**src/rtl/param_counter_ctrl.sv**
```systemverilog
// Parametrised up/down/bounce counter with prescaler, synchronous load,
// terminal-count pulse and a shifted output tap onto the pad bus.
module param_counter_ctrl #(
   parameter int WIDTH      = 32,
   parameter int PRESCALE_W = 8,
   parameter int OUT_W      = 22,
   parameter int TAP_W      = 5
) (
   input  logic                  clk,
   input  logic                  rst_n,
   input  logic                  en,
   input  logic [1:0]            mode,
   input  logic                  load,
   input  logic [WIDTH-1:0]      load_val,
   input  logic [WIDTH-1:0]      limit,
   input  logic [PRESCALE_W-1:0] prescale,
   input  logic [TAP_W-1:0]      tap_sel,
   output logic [WIDTH-1:0]      count,
   output logic [OUT_W-1:0]      out,
   output logic                  dir,
   output logic                  tc
);

   typedef enum logic [1:0] {
      MODE_UP     = 2'b00,
      MODE_DOWN   = 2'b01,
      MODE_BOUNCE = 2'b10,
      MODE_HOLD   = 2'b11
   } mode_e;

   localparam logic [WIDTH-1:0]      CNT_ONE = {{(WIDTH-1){1'b0}}, 1'b1};
   localparam logic [PRESCALE_W-1:0] PRE_ONE = {{(PRESCALE_W-1){1'b0}}, 1'b1};

   logic [WIDTH-1:0]      count_q, count_d;
   logic [PRESCALE_W-1:0] pre_q, pre_d;
   logic                  dir_q, dir_d;
   logic                  tc_q, tc_d;

   mode_e mode_s;
   logic  active;
   logic  tick;
   logic  at_top;
   logic  at_zero;
   logic  limit_zero;

   assign mode_s     = mode_e'(mode);
   assign active     = en && (mode_s != MODE_HOLD);
   // The comparison uses the live prescale input, so a new reload value
   // applies on the very cycle it is presented.
   assign tick       = active && (pre_q == prescale);
   assign at_top     = (count_q >= limit);
   assign at_zero    = (count_q == '0);
   assign limit_zero = (limit == '0);

   // NOTE: every always_comb output gets a default first so no path can infer a latch.
   always_comb begin
      count_d = count_q;
      pre_d   = pre_q;
      dir_d   = dir_q;
      tc_d    = 1'b0;

      if (load) begin
         count_d = load_val;
         pre_d   = '0;
      end else if (active) begin
         pre_d = tick ? '0 : (pre_q + PRE_ONE);
         if (tick) begin
            case (mode_s)
               MODE_UP: begin
                  dir_d = 1'b1;
                  if (at_top) begin
                     count_d = '0;
                     tc_d    = 1'b1;
                  end else begin
                     count_d = count_q + CNT_ONE;
                  end
               end
               MODE_DOWN: begin
                  dir_d = 1'b0;
                  if (at_zero) begin
                     count_d = limit;
                     tc_d    = 1'b1;
                  end else begin
                     count_d = count_q - CNT_ONE;
                  end
               end
               MODE_BOUNCE: begin
                  if (dir_q) begin
                     if (at_top) begin
                        dir_d   = 1'b0;
                        tc_d    = 1'b1;
                        count_d = limit_zero ? '0 : (count_q - CNT_ONE);
                     end else begin
                        count_d = count_q + CNT_ONE;
                     end
                  end else begin
                     if (at_zero) begin
                        dir_d   = 1'b1;
                        tc_d    = 1'b1;
                        count_d = limit_zero ? '0 : CNT_ONE;
                     end else begin
                        count_d = count_q - CNT_ONE;
                     end
                  end
               end
               default: begin
                  count_d = count_q;
               end
            endcase
         end
      end
   end

   // NOTE: sequential state uses non-blocking assignments only.
   always_ff @(posedge clk or negedge rst_n) begin
      if (!rst_n) begin
         count_q <= '0;
         pre_q   <= '0;
         dir_q   <= 1'b1;
         tc_q    <= 1'b0;
      end else begin
         count_q <= count_d;
         pre_q   <= pre_d;
         dir_q   <= dir_d;
         tc_q    <= tc_d;
      end
   end

   assign count = count_q;
   assign dir   = dir_q;
   assign tc    = tc_q;
   // Shifting past the top of count fills with zeros, giving the blank upper bits.
   assign out   = OUT_W'(count_q >> tap_sel);

endmodule

```
**config.mk**
```make
export PLATFORM = sky130hd
export DESIGN_NAME = param_counter_ctrl
export DESIGN_NICKNAME = d
export VERILOG_FILES = /design/src/rtl/param_counter_ctrl.sv
export SDC_FILE = /design/constraint.sdc
export NUM_CORES = 1
export LEC_CHECK = 0
export CAP_MARGIN = 20
export CORE_AREA = 3 3 149 151
export CTS_CLUSTER_DIAMETER = 100
export DETAILED_ROUTE_END_ITERATION = 10
export DIE_AREA = 0 0 152 154
export HOLD_SLACK_MARGIN = 0.02
export SLEW_MARGIN = 30
export SYNTH_ARGS = -nofsm -noshare
export SYNTH_HDL_FRONTEND = slang
export SYNTH_SLANG_ARGS = --single-unit
```
**constraint.sdc**
```tcl
create_clock -name clk -period 7.75 [get_ports clk]
set_clock_uncertainty 0.2 [all_clocks]
set_input_delay 0.775 -clock clk [delete_from_list [all_inputs] [get_ports clk]]
set_output_delay 0.775 -clock clk [all_outputs]
set_load 0.01 [all_outputs]
```
---- Yosys cells after proc, flatten, opt, wreduce, memory -nomap -nowiden ----
Cells that the tools add are included.
W data, S select, Z words.
word-level totals
  register bits after elaboration ......... 42
  bits of input ports ..................... 83
  output and inout port bits .............. 56
  logic and storage cells ................. 49
operators by class
  add/sub/neg operators ................... 3
  order comparisons ....................... 1
  equality and inequality tests ........... 4
  shift-type cells ........................ 1
  mux-type cells .......................... 24
  bitwise logic cells ..................... 1
  reduce and logical (&&, ||, !) cells .... 11
operators with widths
  kind                     number
  $mux W32                 9
  $pmux W32 S3             1
  $logic_not A32 Y1        2
  $add A32 B1 Y32 const B  1
  $ge A32 B32 Y1           1
  $shr A32 B5 Y22          1
  $sub A32 B1 Y32 const B  1
  $mux W8                  3
  $mux W1                  9
  $add A8 B1 Y8 const B    1
  $eq A8 B8 Y1             1
  $pmux W1 S3              2
  $reduce_and A4 Y1        1
  $reduce_bool A2 Y1       2
  $reduce_bool A4 Y1       1
  $reduce_and A3 Y1        1
  $reduce_bool A3 Y1       1
  $eq A2 B1 Y1 const B     1
  $eq A2 B2 Y1 const B     1
  $logic_and A1 B1 Y1      2
  $logic_not A2 Y1         1
  $ne A2 B2 Y1 const B     1
  $not A1 Y1               1

---- Depth between registers and ports, before layout ----
  depth after elaboration ................. 8
  depth in mapped cells ................... 12
  depth with buffers taken out ............ 10

---- Least setup slack after synthesis ----
No wires, ideal clock.
  path kind ............................... input -> output
  from .................................... input tap_sel[0]
  to ...................................... output out[5]
  data arrival time ....................... 2.835 ns
  required time ........................... 6.775 ns
  setup slack ............................. 3.940 ns
  stages on the path ...................... 7
  buffers on the path ..................... 3
  path through ............................ clkbuf_1 -> clkbuf_1 -> clkbuf_1 -> mux4_2 -> mux2_2 -> o21ai_0 -> mux2i_1
on the way
  longest elaborated chain between the ends .. 1
ends and longest elaborated chain
  element          line  RTL
  from (decl)      17    input logic [TAP_W-1:0] tap_sel,
  $shr A32 B5 Y22  133   assign out = OUT_W'(count_q >> tap_sel);
  to (decl)        19    output logic [OUT_W-1:0] out,
Every way passes these cells.

---- Worst setup path in the final report ----
  from .................................... input tap_sel[2]
  to ...................................... output out[1]
Same word-level chain as after synthesis.

==> results.md <==
- The maximum fanout encountered on the critical timing path is 25.
- In this run, placement finished with an instance count of 1335.
- Once layout is complete, the cells apart from fillers number roughly 1300.
- The library cells used most frequently in the layout, excluding fill and tap cells, are sky130_fd_sc_hd__clkdlybuf4s50_1 (136), sky130_fd_sc_hd__nand2_1 (96), sky130_fd_sc_hd__nor2_1 (83).
- Summed over all layers, the routed wires come to ~30000 um.
- Across all register-to-register paths, the minimum setup slack is approximately 3.7 ns.
- The cell repeated most along the worst path is sky130_fd_sc_hd__clkdlybuf4s50_1.
- The post-cts sizing count is 0.
- Adding up every negative setup slack in the final design gives 0 ns.
- Together, buffers and inverters on the worst path number 3.
- Clock-pin slew was measured on the worst setup and hold paths at about 0.07 ns.
- After detailed routing, the average wire length per cell comes to 22.74 um.
- Input and output buffers added on the ports amount to roughly 140.
- In this run the critical register-to-register path is launched from count[23]$_DFFE_PN0P_.
- The first-iteration detailed-routing DRC count is slightly above 1000.
- The endpoint identified for the worst register-to-register timing path is count[2]$_DFFE_PN0P_.
- Among all stages on the critical path, the largest delay is contributed by sky130_fd_sc_hd__clkinv_1.
- The total congestion overflow after global routing is 0.
- In the global route stage, met3 resource usage came out at 0.05122.
- For this run, the slowest stage of the critical path takes between 0.8 and 0.9 ns.
- The number of buffers added to fix hold violations after cts is 0.
- The number of failing setup endpoints in the final timing report is 0.
- The combined flip-flop and latch cell area is between 1000 and 1500 um^2.
- STA classifies the critical path endpoint as a primary output.
- The maximum buffer depth of the clock tree is 2.
- The worst slew margin relative to its limit is 0.3525.
- The endpoint of the most critical setup path is out[1].
- The tree is rooted in a sky130_fd_sc_hd__clkbuf_16.
- Pin placement for this block handled between 100 and 150 I/O pins.
- The class of the tightest hold or removal check is input port to async pin.
- The first global-routing pass estimated 47450 um of wire.
- The floorplan has between 50 and 60 rows.
- The clock net sink count is 42.
- In this run the mean area of a mapped cell was around 7.2 um^2.
- The critical path starts at tap_sel[2].
- For the finished layout, the period the worst path requires is 4.844 ns.
- The total half-perimeter wirelength after legalization and detailed placement is roughly 22000 um.
- The area occupied by multi-input gates is approximately 5700 um^2.
- In this run the remaining antenna-violating nets after routing total 0.
- The number of antenna violations at the first check in global routing came to 0.
- For the worst-skew pair, the clock arrives at the later sink with an insertion delay of slightly above 0.3 ns.
- The area of the die is about 23000 um^2.
- The proportion of register bits with asynchronous set or reset after synthesis is 1.000.
- The static leakage power is roughly 0.0034 uW.
- The critical path in this run is classified as input port to primary output.
- The chip width is 152 um.
- The number of pins with negative max-slew slack in the final report is 0.
- The routed layout has roughly 8400 vias.
- The run finished with clean final reports.
- The count of flip-flops with a built-in enable after synthesis is 0.
- The synthesized design contains between 40 and 50 register bits.
- In the global route stage, met2 resource usage came out at 0.3944.
- Synthesis instantiated 75 different standard cells from the library.
- The ratio of total power to cell area is 129.2 nW/um^2.
- The H-tree generated during clock tree synthesis spans 2 levels.
- During synthesis, Yosys emitted a total of 0 warnings.
- For the pin with the worst max-slew slack, the measured transition is just under 1 ns.
- The final-layout fill cell count is around 2200.
- The cell depth of the worst flop-to-flop path is 8.
- The critical path crosses 6 cells after its start point.
- The met1 capacity usage during global routing is 0.3398.
- The TritonCTS clock tree is built.
- The synthesized netlist cell count is approximately 1000.
- The most used flip-flop cell after synthesis is sky130_fd_sc_hd__dfrtp_1.
- The number of buffers created by CTS is 5.
- The worst hold slack is ~0.36 ns.
- The via count of the first global-routing pass is approximately 8100.
- The layout cell share with drive strength beyond 1 is 0.08052.
- After detailed routing, the number of vias per cell comes to 6.227.
- The sequential area share after synthesis is 0.1448.
- In this run the most used layer during global routing was met2.
- Traced cell by cell, the critical path runs through clkdlybuf4s50_1 -> clkinv_1 -> mux2_2 -> o21ai_0 -> a21oi_1 -> clkdlybuf4s50_1.
- Max-cap violations in this run came to 0.
- The initial core utilization is 0.3468.
- The number of nets in the synthesized netlist is approximately 1100.
- The share of the cycle needed by the critical path after routing is 0.6250.
- The required time of the critical path is 6.78 ns.
- The arrival time of the worst setup path is 3.87 ns.
- Routability-driven placement finished with a final weighted congestion of 0.9390.
- The mapped cell area is ~7300 um^2.
- The element type at the critical path start is an input port.
- The layout net count is 1191.
- Entering global routing, the biggest net connects 43 pins.
- Across every metal layer, demand over resource in global routing totals 0.2509.
- Among cell families on the critical path, the largest total delay comes from buffers and inverters.
- The maximum frequency from static timing analysis is ~210 MHz.
- Setup repair after global routing left no endpoint under its margin.
- The pre-antenna-repair detailed-routing pass consisted of 5 iterations.
- The number of setup buffers added after CTS is 0.
- The worst vdd rail ir drop is about 0.076 mV.
- The DRC violation count after routing is 0.
- Relative to the synthesized area, the layout overhead comes to 21.90%.
- The number of hold violations in the final report is 0.
- The core region area is around 21000 um^2.
- The number of antenna repair diodes is 0.
- The vertical die dimension is 154 um.
- The library cell used most frequently in the layout, excluding fill and tap cells, is sky130_fd_sc_hd__clkdlybuf4s50_1.
-- registers in the layout, indices dropped and copies added, names as in the netlist --
signal  count
dir         1
count      32
tc          1
pre_q       8
-- worst register-to-register path: stages (launching register included) --
cell,delay [ns]
sky130_fd_sc_hd__dfrtp_1,0.61
sky130_fd_sc_hd__or4_4,0.67
sky130_fd_sc_hd__or3_1,0.64
sky130_fd_sc_hd__o31ai_4,0.88
sky130_fd_sc_hd__o21ai_0,0.16
sky130_fd_sc_hd__o2bb2ai_1,0.18
sky130_fd_sc_hd__a221oi_1,0.33
sky130_fd_sc_hd__a21oi_1,0.11
sky130_fd_sc_hd__a21boi_0,0.14
-- cell usage after synthesis (5+ instances only) --
master | count | area share
sky130_fd_sc_hd__nand2_1 | 96 | 0.050
sky130_fd_sc_hd__or3_1 | 8 | 0.0069
sky130_fd_sc_hd__o22ai_1 | 16 | 0.014
sky130_fd_sc_hd__a22oi_1 | 15 | 0.015
sky130_fd_sc_hd__mux2i_1 | 24 | 0.033
sky130_fd_sc_hd__nand2b_1 | 5 | 0.0043
sky130_fd_sc_hd__nor3_1 | 32 | 0.022
sky130_fd_sc_hd__or2_2 | 7 | 0.0060
sky130_fd_sc_hd__dfrtp_1 | 41 | 0.14
sky130_fd_sc_hd__and4_1 | 8 | 0.0096
sky130_fd_sc_hd__o211ai_1 | 12 | 0.012
sky130_fd_sc_hd__clkbuf_1 | 74 | 0.038
sky130_fd_sc_hd__nand3_1 | 30 | 0.021
sky130_fd_sc_hd__nor2b_1 | 9 | 0.0077
sky130_fd_sc_hd__a21oi_1 | 81 | 0.056
sky130_fd_sc_hd__nor4_1 | 16 | 0.014
sky130_fd_sc_hd__xnor2_1 | 31 | 0.037
sky130_fd_sc_hd__xor2_1 | 33 | 0.040
sky130_fd_sc_hd__or4_1 | 8 | 0.0083
sky130_fd_sc_hd__buf_2 | 10 | 0.0069
sky130_fd_sc_hd__nand4_1 | 18 | 0.015
sky130_fd_sc_hd__inv_1 | 46 | 0.024
sky130_fd_sc_hd__o31a_1 | 5 | 0.0060
sky130_fd_sc_hd__and3_1 | 8 | 0.0069
sky130_fd_sc_hd__nor2_1 | 83 | 0.043
sky130_fd_sc_hd__a211oi_1 | 16 | 0.017
sky130_fd_sc_hd__a41oi_1 | 5 | 0.0060
sky130_fd_sc_hd__a22o_1 | 5 | 0.0060
sky130_fd_sc_hd__mux2_2 | 17 | 0.026
sky130_fd_sc_hd__o21ai_0 | 69 | 0.048
sky130_fd_sc_hd__mux4_2 | 18 | 0.056
sky130_fd_sc_hd__and2_1 | 5 | 0.0043
sky130_fd_sc_hd__buf_1 | 5 | 0.0026
sky130_fd_sc_hd__a221oi_1 | 5 | 0.0060
sky130_fd_sc_hd__a21boi_0 | 5 | 0.0052
sky130_fd_sc_hd__ha_1 | 41 | 0.071
sky130_fd_sc_hd__a31oi_1 | 13 | 0.011
-- area by class of cell --
type	count	share of cell area
well taps	275	0.03884
inverters	49	0.02076
flip-flops and latches	42	0.1188
clock buffers	5	0.01412
clock inverters	3	0.004520
repair buffers	150	0.1650
multi-input cells	819	0.6380
-- report_power, final --
group / switching, uW / total, uW / internal (uW)
Combinational: 298 / 557 / 259
Sequential: 92.2 / 329 / 236
Clock: 107 / 258 / 151
-- worst min path at each step --
stage / slack (ns) / start / end / cells past startpoint
2_1_floorplan: 0.28 / rst_n / count[0]$_DFFE_PN0P_ / 0
3_3_place_gp: 0.35 / pre_q[7]$_DFFE_PN0P_ / pre_q[7]$_DFFE_PN0P_ / 2
3_5_place_dp: 0.36 / pre_q[7]$_DFFE_PN0P_ / pre_q[7]$_DFFE_PN0P_ / 2
4_1_cts: 0.37 / pre_q[7]$_DFFE_PN0P_ / pre_q[7]$_DFFE_PN0P_ / 2
5_1_grt: 0.40 / pre_q[7]$_DFFE_PN0P_ / pre_q[7]$_DFFE_PN0P_ / 2
6_report: 0.36 / rst_n / count[30]$_DFFE_PN0P_ / 2
-- metal layers --
layer  routed length (um)  up-vias  part of all wire
li1                     -     3853                 -
met1                12850     3939              0.42
met2                13560      492              0.44
met3                 2939       79             0.096
met4                 1201        0             0.039
met5                    0        -                 0
-- stage by stage --
stage / power (uW) / util / instance area [um^2] / worst slack (ns)
final: 1144 / 0.4227 / 8859 / 2.906
after global placement: 875.9 / 0.4141 / 8677 / 2.873
after floorplan: 634.0 / - / 7267 / 3.940
after CTS: 1136 / 0.4227 / 8859 / 2.923
after detailed placement: 876.8 / 0.4149 / 8693 / 2.927
after global routing: 1211 / 0.4227 / 8859 / 2.698
-- kinds of logic after synthesis --
| logic type | after synthesis | synth area share |
|---|---|---|
| adders and majority gates | 41 | 0.07059 |
| xor gates and xnor gates | 64 | 0.07714 |
| buffers and inverters | 143 | 0.08024 |
| AOI/OAI and AO/OA | 307 | 0.2748 |
| DFF | 42 | 0.1448 |
| muxes | 59 | 0.1152 |
| and+or+nand+nor | 348 | 0.2373 |
(Power assumes the default switching activity.)
